--- src/rtl/and16_serial_pkg.sv ---
// Shared types and helpers for the bit-serial reduction sequencer.
//   op_e       : reduction operator select (AND, OR, XOR, reserved = AND)
//   state_e    : sequencer state
//   early_done : 1 when the running accumulator already decides the result
package and16_serial_pkg;

  typedef enum logic [1:0] {
    OP_AND  = 2'b00,
    OP_OR   = 2'b01,
    OP_XOR  = 2'b10,
    OP_RSVD = 2'b11
  } op_e;

  typedef enum logic [1:0] {
    IDLE = 2'b00,
    RUN  = 2'b01,
    DONE = 2'b10
  } state_e;

  // A zero locks an AND, a one locks an OR; XOR is never decided early.
  function automatic logic early_done(op_e op, logic acc);
    case (op)
      OP_OR:   early_done = acc;
      OP_XOR:  early_done = 1'b0;
      default: early_done = ~acc;  // AND and reserved
    endcase
  endfunction

endpackage

--- src/rtl/and16_serial_reducer_reduce_step.sv ---
// Shared 2-input reduction cell: res_o = op(acc_i, bit_i).
// Ports:
//   op_i  : operator (reserved encoding behaves as AND)
//   acc_i : running accumulator
//   bit_i : next operand bit
//   res_o : combined result
module reduce_step
  import and16_serial_pkg::*;
(
  input  op_e  op_i,
  input  logic acc_i,
  input  logic bit_i,
  output logic res_o
);

  // AND path is a NAND followed by an inverter to map onto the gate library.
  logic nand_w;
  assign nand_w = ~(acc_i & bit_i);

  always_comb begin
    case (op_i)
      OP_OR:   res_o = acc_i | bit_i;
      OP_XOR:  res_o = acc_i ^ bit_i;
      default: res_o = ~nand_w;
    endcase
  end

endmodule

--- src/rtl/and16_serial_reducer.sv ---
// Bit-serial AND/OR/XOR reducer: one shared 2-input cell walks the operand
// from bit 0 upward, one bit per clock, optionally stopping once decided.
// Ports:
//   clk, rst_n              : clock, asynchronous active-low reset
//   in_valid_i / in_ready_o : operand handshake (ready only in IDLE)
//   in_data_i, in_op_i      : operand word and operator, sampled at accept
//   out_valid_o/out_ready_i : result handshake (valid only in DONE)
//   out_data_o              : reduction result
//   out_count_o             : number of operand bits consumed (1..WIDTH)
module and16_serial_reducer
  import and16_serial_pkg::*;
#(
  parameter int WIDTH      = 16,
  parameter bit EARLY_EXIT = 1'b1,
  localparam int CW        = $clog2(WIDTH + 1)
) (
  input  logic             clk,
  input  logic             rst_n,
  input  logic             in_valid_i,
  output logic             in_ready_o,
  input  logic [WIDTH-1:0] in_data_i,
  input  logic [1:0]       in_op_i,
  output logic             out_valid_o,
  input  logic             out_ready_i,
  output logic             out_data_o,
  output logic [CW-1:0]    out_count_o
);

  // Keep the index at least one bit wide so WIDTH==1 still elaborates.
  localparam int IW = (WIDTH > 1) ? $clog2(WIDTH) : 1;

  state_e           state_q;
  op_e              op_q;
  logic [WIDTH-1:0] data_q;
  logic [IW-1:0]    idx_q;
  logic [CW-1:0]    count_q;
  logic             acc_q;
  logic             acc_d;
  op_e              in_op_w;

  assign in_op_w = op_e'(in_op_i);

  reduce_step u_step (
    .op_i  (op_q),
    .acc_i (acc_q),
    .bit_i (data_q[idx_q]),
    .res_o (acc_d)
  );

  always_ff @(posedge clk or negedge rst_n) begin
    if (!rst_n) begin
      state_q <= IDLE;
      op_q    <= OP_AND;
      data_q  <= '0;
      idx_q   <= '0;
      count_q <= '0;
      acc_q   <= 1'b0;
    end else begin
      case (state_q)
        IDLE: begin
          if (in_valid_i) begin
            data_q  <= in_data_i;
            op_q    <= in_op_w;
            acc_q   <= in_data_i[0];
            idx_q   <= IW'(1);
            count_q <= CW'(1);
            if (WIDTH == 1 || (EARLY_EXIT && early_done(in_op_w, in_data_i[0])))
              state_q <= DONE;
            else
              state_q <= RUN;
          end
        end
        RUN: begin
          acc_q   <= acc_d;
          count_q <= count_q + CW'(1);
          // Early test looks at the freshly combined value, not the old acc.
          if (idx_q == IW'(WIDTH - 1) || (EARLY_EXIT && early_done(op_q, acc_d)))
            state_q <= DONE;
          else
            idx_q <= idx_q + IW'(1);
        end
        DONE: begin
          if (out_ready_i)
            state_q <= IDLE;
        end
        default: state_q <= IDLE;
      endcase
    end
  end

  // Handshake outputs decode straight from the state register.
  assign in_ready_o  = (state_q == IDLE);
  assign out_valid_o = (state_q == DONE);
  assign out_data_o  = acc_q;
  assign out_count_o = count_q;

endmodule

--- config.mk ---
export PLATFORM = sky130hd
export DESIGN_NAME = and16_serial_reducer
export DESIGN_NICKNAME = d
export VERILOG_FILES = /design/src/rtl/and16_serial_pkg.sv /design/src/rtl/and16_serial_reducer_reduce_step.sv /design/src/rtl/and16_serial_reducer.sv
export SDC_FILE = /design/constraint.sdc
export NUM_CORES = 1
export LEC_CHECK = 0
export ABC_AREA = 1
export CAP_MARGIN = 20
export CORE_AREA = 2 2 64 66
export DETAILED_ROUTE_END_ITERATION = 10
export DIE_AREA = 0 0 66 68
export HOLD_SLACK_MARGIN = 0.06
export PLACE_DENSITY = 0.75
export SLEW_MARGIN = 10
export SYNTH_ARGS = -nofsm -noshare
export SYNTH_HDL_FRONTEND = slang
export SYNTH_SLANG_ARGS = --single-unit
--- constraint.sdc ---
create_clock -name clk -period 1.8 [get_ports clk]
set_input_delay 0.54 -clock clk [delete_from_list [all_inputs] [get_ports clk]]
set_output_delay 0.54 -clock clk [all_outputs]
set_load 0.05 [all_outputs]
; Yosys cells after proc, flatten, opt, wreduce, memory -nomap -nowiden
; Index checks and enable logic that the tools add are counted.
[word_totals]
register_bits = 30
output_inout_bits = 8
wordCells = 52
[classes]
n_addsub = 2
order_cmp = 1
eq_ne = 11
muxes = 20
bitwise = 5
n_reduce_logical = 7
[op_table]
columns = cell, count
row1 = $pmux 5 s2, 1
row2 = $mux 2, 4
row3 = $mux 4, 2
row4 = $pmux 1 s2, 4
row5 = $pmux 4 s2, 1
row6 = $eq 2x1->1 const B, 3
row7 = $eq 2x2->1 const B, 3
row8 = $ne 2x2->1 const B, 3
row9 = $pmux 2 s3, 1
row10 = $reduce_and 3->1, 2
row11 = $add 5x1->5 const B, 1
row12 = $lt 4x5->1 const B, 1
row13 = $mux 1, 5
row14 = $mux 5, 1
row15 = $add 4x1->4 const B, 1
row16 = $bmux 1 s4, 1
row17 = $eq 4x4->1 const B, 1
row18 = $reduce_and 2->1, 2
row19 = $logic_not 2->1, 1
row20 = $ne 2x1->1 const B, 1
row21 = $not 1->1, 2
row22 = $reduce_bool 2->1, 1
row23 = $and 1x1->1, 1
row24 = $logic_or 1x1->1, 1
row25 = other kinds (2), 2

; Logic depth before layout (Yosys ltp)
[logic_depth]
word_depth = 10
depth_mapped = 19

; By module
; A second synthesis with hierarchy kept.
[hier_totals]
hier_cells = 221
area_unflattened_um2 = 1686.6
[modules_own_cells]
columns = mod, n_inst, cells_per_inst, area_per_inst_um2, seq_area_each_um2
row1 = and16_serial_reducer, 1, 205, 1591.5, 750.7
row2 = reduce_step, 1, 16, 95.1, 0.0

; Worst setup path before layout
; No wires, ideal clock.
[synth_path]
kind = reg-to-reg
from = reg idx_q[0]
to = reg idx_q[2]
setup_ps = 116
t_arrival_ps = 1684
required_time_ps = 1684
path_slack_ps = 0
path_stages_with_launch = 16
n_path_buf = 1
synth_period_minus_slack_ps = 1800
cell_sequence = dfrtp_1 -> inv_1 -> buf_2 -> nand2_1 -> nand3_1 -> nand3_1 -> nand3_1 -> nand2_1 -> ha_1 -> nand2_1 -> nand2_1 -> nand3_1 -> nand2_2 -> nand2_4 -> nand2_1 -> nand2_1
[synth_between]
elab_chain_len = 10
elab_cells_between_ends = 16
[synth_lines]
columns = element, line
row1 = "start, declared", and16_serial_reducer.sv:35  ; logic [IW-1:0] idx_q;
row2 = "start signal, assigned", and16_serial_reducer.sv:80  ; idx_q <= idx_q + IW'(1);
row3 = $bmux 1 s4, and16_serial_reducer.sv:46  ; .bit_i (data_q[idx_q]),
row4 = $mux 1 (not written as such), and16_serial_reducer.sv:46
row5 = $and 1x1->1 (tied with other cells), and16_serial_reducer_reduce_step.sv:18  ; assign nand_w = ~(acc_i & bit_i);
row6 = $pmux 1 s2, and16_serial_reducer_reduce_step.sv:21  ; case (op_i)
row7 = $not 1->1, and16_serial_pkg.sv:25  ; default: early_done = ~acc;
row8 = $pmux 1 s2, and16_serial_pkg.sv:22  ; case (op)
row9 = $mux 1, and16_serial_reducer.sv:59  ; case (state_q)
row10 = $logic_or 1x1->1, and16_serial_reducer.sv:77  ; if (idx_q == IW'(WIDTH - 1) || (EARLY_EXIT && early_done(op_q, acc_d)))
row11 = $ne 2x2->1 (no line), --
row12 = $reduce_and 3->1 (no line), --
; Parallel ways exist; a longest one is shown, timed or not. The select of a mux whose other input is x is not followed.
; A chain may end at the register's enable or synchronous reset.

; Final worst setup path
[layout_path]
from = reg idx_q[2]
to = reg idx_q[2]
; Same word-level chain as after synthesis.

==> results by group <==
Global route
  – First-pass GRT wire length: 6.52 mm
  – Initial antenna violation count: 0
  – Largest net degree at the start of global routing: 31
  – Vias in the first global route: 1,498
  – GR Overflow Total: 0
  – Gr usage total: 0.190

Synth
  – Register bit count reported by yosys: 30
  – Netlist Area Pre-Place: 1780 sq um
  – Register area share after synthesis: 0.421
  – Avg Cell Area, Syn: 7.89 sq um
  – Synth Warn #: 0
  – Post-synthesis cell count: 226
  – Post-synth top area share: 0.421
  – Dominant cells by area after synthesis: dfrtp_1 42%, nand2_1 14%, nand3_1 8.7%
  – Distinct cells, synth: 23
  – Mapped Nets: 255
  – Area leader, netlist: dfrtp_1

Pwr
  – Seq pwr share: 0.296
  – Clock power frac: 0.133
  – VDD IR-drop max: 1290 uV
  – P_sw: 1890 uW
  – Power density cells: 1770 nW/um^2
  – Switch share: 0.442
  – Internal power: 2380 uW
  – Gate power share: 0.571
  – Pleak: 0.00122 uW

Worst setup path
  – WP data required: 1980 ps
  – Slowest CP cell: dfrtp_1
  – Worst path max stage delay: 460 ps
  – Arrival @ worst endpoint: 2060 ps
  – Worst Setup Start Kind: register
  – Crit-path max FO: 7
  – Most used cell, CP: nand2_1
  – CP Class: register to register
  – Crit path capture type: register
  – Critical path, cell by cell: buf_4 -> nand3_1 -> nand4_1 -> nand3_1 -> nand2_1 -> ha_1 -> nand2_1 -> nand2_1 -> nand3_2 -> nand2_4 -> nand2_4 -> nand2_1 -> nand2_1

Timing
  – Crit share post-route: 1.05
  – Tightest Pin Transition: 378 ps
  – Clk_skew: 6.37 ps
  – RSZ-0062 raised after global routing: true
  – Final hold violations: 0
  – Relative slew slack: 0.748
  – Final Setup Violations: 6
  – F_max: 530 MHz
  – Minimum clock period: 1890 ps
  – Fin. max-slew vios: 0
  – PnR worst setup slack: -86.2 ps

Drt
  – # DRC: 0
  – Via density: 4.86
  – Post-DRT Antenna Nets: 0
  – Initial DRC count: 67
  – Routed WL: 3.82 mm
  – Pre-Repair DR Iteration Count: 4
  – Via count: 1,542
  – Avg WL per Cell: 12.1 um

Layout
  – Finished Layout Cells: 317
  – N_diodes: 0
  – Area grow syn2layout: 34.8%
  – Fillers: 342
  – Layout cells sized above 1: 0.206
  – Nets: 295
  – Fin area: 2400 sq um

Clocking
  – CTS tree: yes
  – Root Buffer: clkbuf_8
  – Num Clock Sinks: 30
  – CTS H-tree lvls: 2
  – Cts bufs inserted: 5
  – Clk_lat worst skew: 280 ps
  – Max clock buf depth: 2
  – Worst-path clk slew: 70 ps

Placement
  – Placed insts: 306
  – Pre-CTS setup slack: -234 ps
  – I/O Buffers: 29
  – Placer Congestion: 0.852
  – Area post-placement: 2240 sq um
  – DP HPWL: 2.63 mm

Die
  – Site Rows: 23
  – Die X: 66 um
  – Initial Util: 0.462
  – Core area: 3860 sq um
  – Die area: 4490 sq um
  – IO Count: 30
  – Die height: 68 um

Hold path
  – Worst Hold Class: register to register

Run
  – Max Cap Violations: 0

Run status
  – Failing checks: negative setup slack
  – Status: complete, but fails checks
cells by family (layout without fill, tap and decap cells):
kind of cell | Yosys count | count (layout) | synth area share
AOI/OAI and AO/OA | 18 | 18 | 0.0540
DFF | 30 | 30 | 0.421
xor gates and xnor gates | 4 | 4 | 0.0197
and+or+nand+nor | 120 | 120 | 0.296
buffers and inverters | 37 | 78 | 0.0870
muxes | 10 | 10 | 0.0730
adders and majority gates | 7 | 7 | 0.0491
path summary, 6_finish.rpt:
kind / to / slack, ps / start / depth (start not counted)
min reg2reg: data_q[1] / 510 / data_q[1] / 1
min in group asynchronous: data_q[15] / 640 / rst_n / 2
max reg2reg: idx_q[2] / -90 / idx_q[2] / 13
min: data_q[1] / 510 / data_q[1] / 1
max in group asynchronous: idx_q[0] / 860 / rst_n / 2
max: idx_q[2] / -90 / idx_q[2] / 13
layout by cell type, fill, tap and decap left out, types with 5 or more instances in the layout:
cell,Yosys,layout
a21oi_1,8,8
nand2_1,65,61
ha_1,7,7
nand3_1,31,29
buf_4,0,10
o21ai_0,8,8
dfrtp_1,30,29
mux2_4,5,5
clkbuf_8,0,6
inv_1,28,27
nor2_1,17,14
buf_12,0,8
clkdlybuf4s50_1,0,21
power groups by stage:
stage / clock (uW) / sequential, uW / combinational, uW
6_report: 566 / 1260 / 2430
5_1_grt: 599 / 1300 / 2720
4_1_cts: 574 / 1260 / 2390
3_5_place_dp: 0 / 1250 / 2260
3_3_place_gp: 0 / 1240 / 2200
2_1_floorplan: 0 / 1330 / 1420
sequential cells by signal (all words and copies together) (netlist names):
signal,flops
data_q,16
out_count_o,5
idx_q,4
op_q,2
state_q,2
out_data_o,1
repair_timing:
action / CTS / global route
hold buffers: 0 / 0
pin swaps: 1 / 3
gates cloned: 1 / 0
setup buffers: 2 / 0
resized for setup: 12 / 5
setup endpoints to repair: 7 / 8
stage by stage:
stage	TNS, ps	util	hold slack, ps	total power (uW)
after global placement	-752	0.580	490	3440
after detailed placement	-1350	0.580	495	3500
after CTS	-274	0.619	510	4220
after floorplan	0	-	244	2750
final	-364	0.623	508	4260
after global routing	-1590	0.623	535	4620
Yosys cell counts, drive strengths merged:
master,number
nand2,68
nand3,31
dfrtp,30
inv,29
nor2,19
mux2,9
a21oi,8
buf,8
o21ai,8
ha,7
xor2,3
a22o,1
a22oi,1
mux2i,1
nand3b,1
nand4,1
xnor2,1
cell type report:
cell class                      instances  area [sq um]  share of cell area
Multi-Input combinational cell        159           915               0.381
Timing Repair Buffer                   41           468               0.195
Inverter                               29           111              0.0463
Clock buffer                            6          82.6              0.0344
Clock inverter                          2          12.5             0.00521
Tap cell                               50          62.6              0.0260
Sequential cell                        30           752               0.313
layer usage:
| layer | GRT usage | vias up | share of wire |
|---|---|---|---|
| met5 | 0 | - | 0 |
| met4 | 0.0561 | 0 | 0.014 |
| met3 | 0.0510 | 5 | 0.042 |
| met2 | 0.311 | 37 | 0.48 |
| met1 | 0.249 | 700 | 0.46 |
| li1 | - | 800 | - |
worst max-delay path: cells and delay by family (launching register included):
family | cells | cell delay (ps)
AND/OR/NAND/NOR | 11 | 870
flip-flops | 1 | 460
buffers and inverters | 1 | 180
adder cells (fa/ha/maj) | 1 | 270
Note: power is estimated with default switching activity, not from simulation.
